[config.mk]
export PLATFORM = sky130hd
export DESIGN_NAME = s2mm_lite_engine
export DESIGN_NICKNAME = d
export VERILOG_FILES = /design/src/rtl/s2mm_lite_engine.sv
export SDC_FILE = /design/constraint.sdc
export NUM_CORES = 1
export LEC_CHECK = 0
export ABC_AREA = 1
export BUFFER_PORTS_ARGS = -buffer_cell sky130_fd_sc_hd__buf_2
export CAP_MARGIN = 20
export CORE_ASPECT_RATIO = 0.5
export CORE_MARGIN = 2
export CORE_UTILIZATION = 55
export DETAILED_ROUTE_END_ITERATION = 16
export HOLD_SLACK_MARGIN = 0.05
export PLACE_DENSITY = 0.88
export SKIP_LAST_GASP = 1
export SLEW_MARGIN = 20
export SYNTH_ARGS = -nofsm -noshare
export SYNTH_HDL_FRONTEND = slang
export SYNTH_SLANG_ARGS = --single-unit
[constraint.sdc]
create_clock -name clk -period 7.8 [get_ports clk]
set_input_delay 1.17 -clock clk [delete_from_list [all_inputs] [get_ports clk]]
set_output_delay 1.17 -clock clk [all_outputs]
set_load 0.05 [all_outputs]
[src/rtl/s2mm_lite_engine.sv]
// Lightweight S2MM datamover: 72-bit datamover commands plus an AXIS data stream are turned
// into AXI4 INCR write bursts (one outstanding), with an 8-bit datamover status per command.
// Optional feature macro: S2MM_KEEP_STRB_EN (wstrb follows tkeep on consumed beats).
module s2mm_lite_engine #(
    parameter int unsigned ADDR_WIDTH = 32,
    parameter int unsigned ID_WIDTH   = 4,
    parameter int unsigned MAX_BURST  = 16,
    parameter int unsigned AWID_VAL   = 0
) (
    input  logic                  clk,
    input  logic                  rst,
    input  logic                  s_axis_s2mm_cmd_tvalid,
    output logic                  s_axis_s2mm_cmd_tready,
    input  logic [71:0]           s_axis_s2mm_cmd_tdata,
    input  logic [63:0]           s_axis_s2mm_tdata,
    input  logic [7:0]            s_axis_s2mm_tkeep,
    input  logic                  s_axis_s2mm_tlast,
    input  logic                  s_axis_s2mm_tvalid,
    output logic                  s_axis_s2mm_tready,
    output logic [7:0]            m_axis_s2mm_sts_tdata,
    output logic                  m_axis_s2mm_sts_tvalid,
    output logic                  m_axis_s2mm_sts_tkeep,
    output logic                  m_axis_s2mm_sts_tlast,
    input  logic                  m_axis_s2mm_sts_tready,
    output logic [ID_WIDTH-1:0]   m_axi_s2mm_awid,
    output logic [ADDR_WIDTH-1:0] m_axi_s2mm_awaddr,
    output logic [7:0]            m_axi_s2mm_awlen,
    output logic [2:0]            m_axi_s2mm_awsize,
    output logic [1:0]            m_axi_s2mm_awburst,
    output logic [3:0]            m_axi_s2mm_awcache,
    output logic [2:0]            m_axi_s2mm_awprot,
    output logic                  m_axi_s2mm_awvalid,
    input  logic                  m_axi_s2mm_awready,
    output logic [63:0]           m_axi_s2mm_wdata,
    output logic [7:0]            m_axi_s2mm_wstrb,
    output logic                  m_axi_s2mm_wlast,
    output logic                  m_axi_s2mm_wvalid,
    input  logic                  m_axi_s2mm_wready,
    input  logic [1:0]            m_axi_s2mm_bresp,
    input  logic                  m_axi_s2mm_bvalid,
    output logic                  m_axi_s2mm_bready
);

    typedef enum logic [2:0] {StIdle, StCheck, StAw, StW, StB, StSts} state_e;

    state_e                state;
    logic [ADDR_WIDTH-1:0] addr_q;
    logic [19:0]           remaining_q;
    logic [8:0]            len_q;
    logic [8:0]            beat_q;
    logic [3:0]            tag_q;
    logic                  bad_len_q;
    logic                  type_q;
    logic                  interr_q;
    logic                  decerr_q;
    logic                  slverr_q;
    logic                  pad_q;
    logic                  cmd_tready_q;
    logic                  awvalid_q;
    logic                  bready_q;
    logic                  sts_tvalid_q;
    logic [7:0]            awlen_q;
    logic [7:0]            sts_q;

    logic                  last_in_burst;
    logic                  final_beat;
    logic                  w_active;
    logic                  w_fire;
    logic                  s_fire;
    logic [ADDR_WIDTH-1:0] addr_nx;
    logic [19:0]           rem_nx;
    logic [8:0]            len_first;
    logic [8:0]            len_next;
    logic                  slverr_nx;
    logic                  decerr_nx;
    logic [7:0]            keep_strb;
    logic                  unused_cmd;

    // Burst length limited by MAX_BURST, beats left, and beats left before the next 4 KB page.
    function automatic logic [8:0] burst_len(input logic [11:0] page_off, input logic [19:0] rem);
        logic [12:0] page_beats;
        logic [19:0] len;
        page_beats = (13'd4096 - {1'b0, page_off}) >> 3;
        len = 20'(MAX_BURST);
        if (rem < len) len = rem;
        if ({7'd0, page_beats} < len) len = {7'd0, page_beats};
        return 9'(len);
    endfunction

    assign unused_cmd = ^{s_axis_s2mm_cmd_tdata[71:68], s_axis_s2mm_cmd_tdata[31:24]};

`ifdef S2MM_KEEP_STRB_EN
    assign keep_strb = s_axis_s2mm_tkeep;
`else
    logic unused_keep;
    assign unused_keep = ^s_axis_s2mm_tkeep;
    assign keep_strb   = 8'hFF;
`endif

    assign last_in_burst = (beat_q == len_q - 9'd1);
    assign final_beat    = last_in_burst && (remaining_q == {11'd0, len_q});
    assign w_active      = (state == StW) && !pad_q;

    // After an early tlast the rest of the command is padded without touching the stream.
    assign m_axi_s2mm_wvalid  = (state == StW) && (pad_q || s_axis_s2mm_tvalid);
    assign s_axis_s2mm_tready = w_active && m_axi_s2mm_wready;
    assign w_fire             = m_axi_s2mm_wvalid && m_axi_s2mm_wready;
    assign s_fire             = w_fire && !pad_q;
    assign m_axi_s2mm_wlast   = (state == StW) && last_in_burst;
    assign m_axi_s2mm_wdata   = w_active ? s_axis_s2mm_tdata : 64'd0;
    assign m_axi_s2mm_wstrb   = w_active ? keep_strb : 8'h00;

    assign addr_nx   = addr_q + ADDR_WIDTH'({len_q, 3'b000});
    assign rem_nx    = remaining_q - {11'd0, len_q};
    assign len_first = burst_len(addr_q[11:0], remaining_q);
    assign len_next  = burst_len(addr_nx[11:0], rem_nx);
    assign slverr_nx = slverr_q | (m_axi_s2mm_bresp == 2'b10);
    assign decerr_nx = decerr_q | (m_axi_s2mm_bresp == 2'b11);

    // Command sequencing: accept, validate, then AW/W/B per burst until done, then status.
    always_ff @(posedge clk) begin
        if (rst) begin
            state        <= StIdle;
            addr_q       <= '0;
            remaining_q  <= '0;
            len_q        <= '0;
            beat_q       <= '0;
            tag_q        <= '0;
            bad_len_q    <= 1'b0;
            type_q       <= 1'b0;
            interr_q     <= 1'b0;
            decerr_q     <= 1'b0;
            slverr_q     <= 1'b0;
            pad_q        <= 1'b0;
            cmd_tready_q <= 1'b0;
            awvalid_q    <= 1'b0;
            bready_q     <= 1'b0;
            sts_tvalid_q <= 1'b0;
            awlen_q      <= '0;
            sts_q        <= '0;
        end else begin
            unique case (state)
                StIdle: begin
                    cmd_tready_q <= 1'b1;
                    if (s_axis_s2mm_cmd_tvalid && cmd_tready_q) begin
                        cmd_tready_q <= 1'b0;
                        addr_q       <= ADDR_WIDTH'(s_axis_s2mm_cmd_tdata[63:32]);
                        tag_q        <= s_axis_s2mm_cmd_tdata[67:64];
                        remaining_q  <= s_axis_s2mm_cmd_tdata[22:3];
                        bad_len_q    <= (s_axis_s2mm_cmd_tdata[22:0] == 23'd0) ||
                                        (s_axis_s2mm_cmd_tdata[2:0] != 3'd0);
                        type_q       <= s_axis_s2mm_cmd_tdata[23];
                        interr_q     <= 1'b0;
                        decerr_q     <= 1'b0;
                        slverr_q     <= 1'b0;
                        pad_q        <= 1'b0;
                        state        <= StCheck;
                    end
                end
                StCheck: begin
                    if (bad_len_q || (addr_q[2:0] != 3'd0) || !type_q) begin
                        interr_q     <= 1'b1;
                        sts_q        <= {4'b0001, tag_q};
                        sts_tvalid_q <= 1'b1;
                        state        <= StSts;
                    end else begin
                        len_q     <= len_first;
                        awlen_q   <= 8'(len_first - 9'd1);
                        beat_q    <= '0;
                        awvalid_q <= 1'b1;
                        state     <= StAw;
                    end
                end
                StAw: begin
                    if (m_axi_s2mm_awready) begin
                        awvalid_q <= 1'b0;
                        state     <= StW;
                    end
                end
                StW: begin
                    if (w_fire) begin
                        if (s_fire && s_axis_s2mm_tlast && !final_beat) begin
                            interr_q <= 1'b1;
                            pad_q    <= 1'b1;
                        end
                        if (s_fire && !s_axis_s2mm_tlast && final_beat) begin
                            interr_q <= 1'b1;
                        end
                        if (last_in_burst) begin
                            beat_q   <= '0;
                            bready_q <= 1'b1;
                            state    <= StB;
                        end else begin
                            beat_q <= beat_q + 9'd1;
                        end
                    end
                end
                StB: begin
                    if (m_axi_s2mm_bvalid) begin
                        bready_q    <= 1'b0;
                        slverr_q    <= slverr_nx;
                        decerr_q    <= decerr_nx;
                        addr_q      <= addr_nx;
                        remaining_q <= rem_nx;
                        if (rem_nx != 20'd0) begin
                            len_q     <= len_next;
                            awlen_q   <= 8'(len_next - 9'd1);
                            awvalid_q <= 1'b1;
                            state     <= StAw;
                        end else begin
                            sts_q        <= {~(interr_q | slverr_nx | decerr_nx), slverr_nx,
                                             decerr_nx, interr_q, tag_q};
                            sts_tvalid_q <= 1'b1;
                            state        <= StSts;
                        end
                    end
                end
                StSts: begin
                    if (m_axis_s2mm_sts_tready) begin
                        sts_tvalid_q <= 1'b0;
                        interr_q     <= 1'b0;
                        decerr_q     <= 1'b0;
                        slverr_q     <= 1'b0;
                        pad_q        <= 1'b0;
                        cmd_tready_q <= 1'b1;
                        state        <= StIdle;
                    end
                end
                default: state <= StIdle;
            endcase
        end
    end

    assign s_axis_s2mm_cmd_tready = cmd_tready_q;
    assign m_axis_s2mm_sts_tdata  = sts_q;
    assign m_axis_s2mm_sts_tvalid = sts_tvalid_q;
    assign m_axis_s2mm_sts_tkeep  = sts_tvalid_q;
    assign m_axis_s2mm_sts_tlast  = sts_tvalid_q;
    assign m_axi_s2mm_awid        = ID_WIDTH'(AWID_VAL);
    assign m_axi_s2mm_awaddr      = addr_q;
    assign m_axi_s2mm_awlen       = awlen_q;
    assign m_axi_s2mm_awsize      = 3'b011;
    assign m_axi_s2mm_awburst     = 2'b01;
    assign m_axi_s2mm_awcache     = 4'b0011;
    assign m_axi_s2mm_awprot      = 3'b000;
    assign m_axi_s2mm_awvalid     = awvalid_q;
    assign m_axi_s2mm_bready      = bready_q;

endmodule
==> summary.txt <==
Timing
  – Worst Skew: 0.0126 ns
  – Slew margin rel.: 32.8%
  – Minimum clock period: 5.23 ns
  – Final hold violation count: 0
  – Final worst-path cycle share: 67.0%
  – Worst-margin pin slew: 1.00 ns
  – Final setup viols: 0
  – Fmax: 0.191 GHz
  – Setup Total Neg Slack: 0 ns
  – RSZ-0062 raised after global routing: no
  – Pins Over Slew Limit: 0

Setup path
  – Max incr delay on CP: 0.78 ns
  – CP top delay family: simple AND/OR/NAND/NOR gates
  – Worst r2r src: len_q[2]
  – Crit path from: len_q[2]
  – CP Capture Point: m_axi_s2mm_awlen[6]
  – Critical Path RT: 8.09 ns
  – Stages on worst setup path: 30
  – Reg-to-reg slack, setup: 2.57 ns
  – WS Path Type: reg2reg
  – CP endpoint kind: flip-flop
  – Buffers & Inverters on Critical Path: 2
  – FF-to-FF path depth: 30
  – Startpoint types: flip-flop
  – R2r endpoint: m_axi_s2mm_awlen[6]
  – CP max-delay cell: a211oi_1
  – Most used cell, CP: nand2_1
  – Crit path arrival time: 5.52 ns
  – Worst-path fanout max: 8

Synth
  – Leading area contributor after synthesis: dfxtp_1
  – Async S/R FF share, synth: 0%
  – Netlist Area Pre-Place: 0.00822 sq mm
  – Post-synth top area share: 25.1%
  – Synth unique cells: 50
  – Seq/Total Area, Yosys: 25.1%
  – Synthesized area per cell: 6.13 sq um
  – Flops & latches, synth: 103
  – Synth Warn #: 0
  – Most common flop cell mapped by yosys: dfxtp_1
  – Post-synth top cells: nand2_1, nor2_1, inv_1
  – Most common cell in the synthesized netlist: nand2_1
  – Top post-synthesis cells by area: dfxtp_1, nand2_1, nor2_1
  – Number of synthesized flops with an enable pin: 0
  – Syn Inst Count: 1340

Route
  – Detailed-route vias per instance: 5.33
  – Drt pass-1 iters: 6
  – Iter 0 DRT Violations: 820
  – Routed Antenna Nets: 0
  – WL/cell: 14.7 um
  – Via Count: 9486
  – Final WL: 26.1 mm
  – Drc violations: 0

Run
  – MaxCap Viol Count: 0

Clocking
  – Clock-pin slew of the registers on the worst-case setup and hold paths: 0.08 ns
  – Cts repair resizes: 0
  – Clock buffer depth: 2
  – Clk sinks: 103
  – Worst skew pair latency: 0.36 ns
  – Clk root buf: clkbuf_16
  – Htree depth: 3
  – Setup bufs post-CTS: 0
  – Num CTS Buffers: 9
  – Hold_buf cts: 0
  – CTS tree: done

Hold path
  – Worst min path class: reg2reg

Power and ir drop
  – Maximum VDD drop: 0.212 mV
  – P_leak: 5.45 nW
  – Power Dens Cells: 436 mW/mm^2

Final layout
  – Ant diodes: 0
  – Reg area: 0.00206 sq mm
  – P&R area growth vs syn: 19.9%
  – Design Area, Final: 0.00985 sq mm
  – Multi-input logic area: 0.00510 sq mm
  – Share of cells above drive strength 1: 21.2%
  – Fillers: 1309
  – Nets@finish: 1772
  – Util after Layout: 67.7%

Outcome
  – Outcome: finished, final reports clean

Placement
  – IO Port Bufs: 263
  – Dpl cell area: 0.00956 sq mm
  – Final HPWL DP: 20.0 mm
  – Gpl congestion: 0.996

Floorplan
  – Initial Util: 56.5%
  – IO Count: 300
  – Core ar.: 0.0145 sq mm
  – Die Width: 177 um
  – # rows: 31
  – Die height: 90.4 um
  – Die area: 0.0160 sq mm

GRT
  – Number of global-route vias before repair: 8786
  – Total track usage: 31.8%
  – First-pass GRT wire length: 41.5 mm
  – Grt ovf: 0
  – Largest net degree at the start of global routing: 66
  – Initial antenna violation count: 0
## worst reg2reg max path, delay by kind of cell, from the launching register on
family                     cells  cell delay [ns]
and+or+nand+nor               20             2.29
xor gates and xnor gates       1             0.19
AOI/OAI and AO/OA              4             1.32
buffers and inverters          2             0.12
DFF                            1             0.50
adders and majority gates      3             0.72
## report_power, final
group / internal (mW) / switching (mW) / leakage [nW]
combinational: 0.937 / 2.09 / 4.46
sequential: 0.664 / 0.144 / 0.840
clock: 0.227 / 0.234 / 0.147
## cell type report
type                            instances  area share (%)
Clock buffer                            9            2.29
Inverter                              210            8.00
Sequential cell                       103            20.9
Multi-Input combinational cell        983            51.7
Clock inverter                          7           0.711
Timing Repair Buffer                  269            13.8
Tap cell                              198            2.51
## flip-flops by register name, indices dropped and copies added (netlist names), 3 cells and up
name / count
beat_q: 9
len_q: 9
m_axi_s2mm_awaddr: 32
m_axi_s2mm_awlen: 8
m_axis_s2mm_sts_tdata: 8
remaining_q: 20
state: 3
tag_q: 4
## stage by stage
stage | hold slack, ns | worst slack (ns) | instances | power, mW
floorplan | 0.450 | 3.35 | 1364 | 3.09
detailed placement | 0.455 | 2.79 | 1763 | 3.77
CTS | 0.468 | 2.77 | 1779 | 4.25
global placement | 0.449 | 2.96 | 1763 | 3.68
global route | 0.498 | 2.29 | 1779 | 4.70
finish | 0.466 | 2.57 | 1779 | 4.30
## worst min-delay path by stage
stage                       startpoint  cells past startpoint                       end
global route        m_axi_s2mm_awvalid                      2        m_axi_s2mm_awvalid
detailed placement  m_axi_s2mm_awvalid                      2        m_axi_s2mm_awvalid
global placement    m_axi_s2mm_awvalid                      2        m_axi_s2mm_awvalid
CTS                 m_axi_s2mm_awvalid                      2        m_axi_s2mm_awvalid
floorplan                     tag_q[0]                      2  m_axis_s2mm_sts_tdata[0]
finish              m_axi_s2mm_awvalid                      2        m_axi_s2mm_awvalid
## cells by family after synthesis
group	count (synthesis)	synth area share, %
adders and majority gates	41	6.42
DFF	103	25.1
other	2	0.0914
AOI/OAI and AO/OA	207	14.8
buffers and inverters	278	14.0
xor gates and xnor gates	52	5.54
and+or+nand+nor	657	34.0
## placed cells by master (no fill, tap or decap), types with 18 or more instances in the layout
cell      instances
xor2_1           36
buf_2           263
nand2_1         272
conb_1           26
dfxtp_1         103
nand4_1          18
inv_1           195
nor2_1          237
ha_1             39
nand3_1          59
a21oi_1          85
a221oi_1         22
o21ai_0          54
## routing by layer
layer  wire [um]  part of all wire [%]  GRT usage [%]  up-vias
met5           0                     0              0        -
li1            -                     -              -     4692
met2       12200                    47           53.4      468
met4         622                   2.4           11.1        0
met3        2210                   8.5           6.40       58
met1       11100                    43           40.6     4268
No activity file was read; power rests on OpenSTA's default activity.
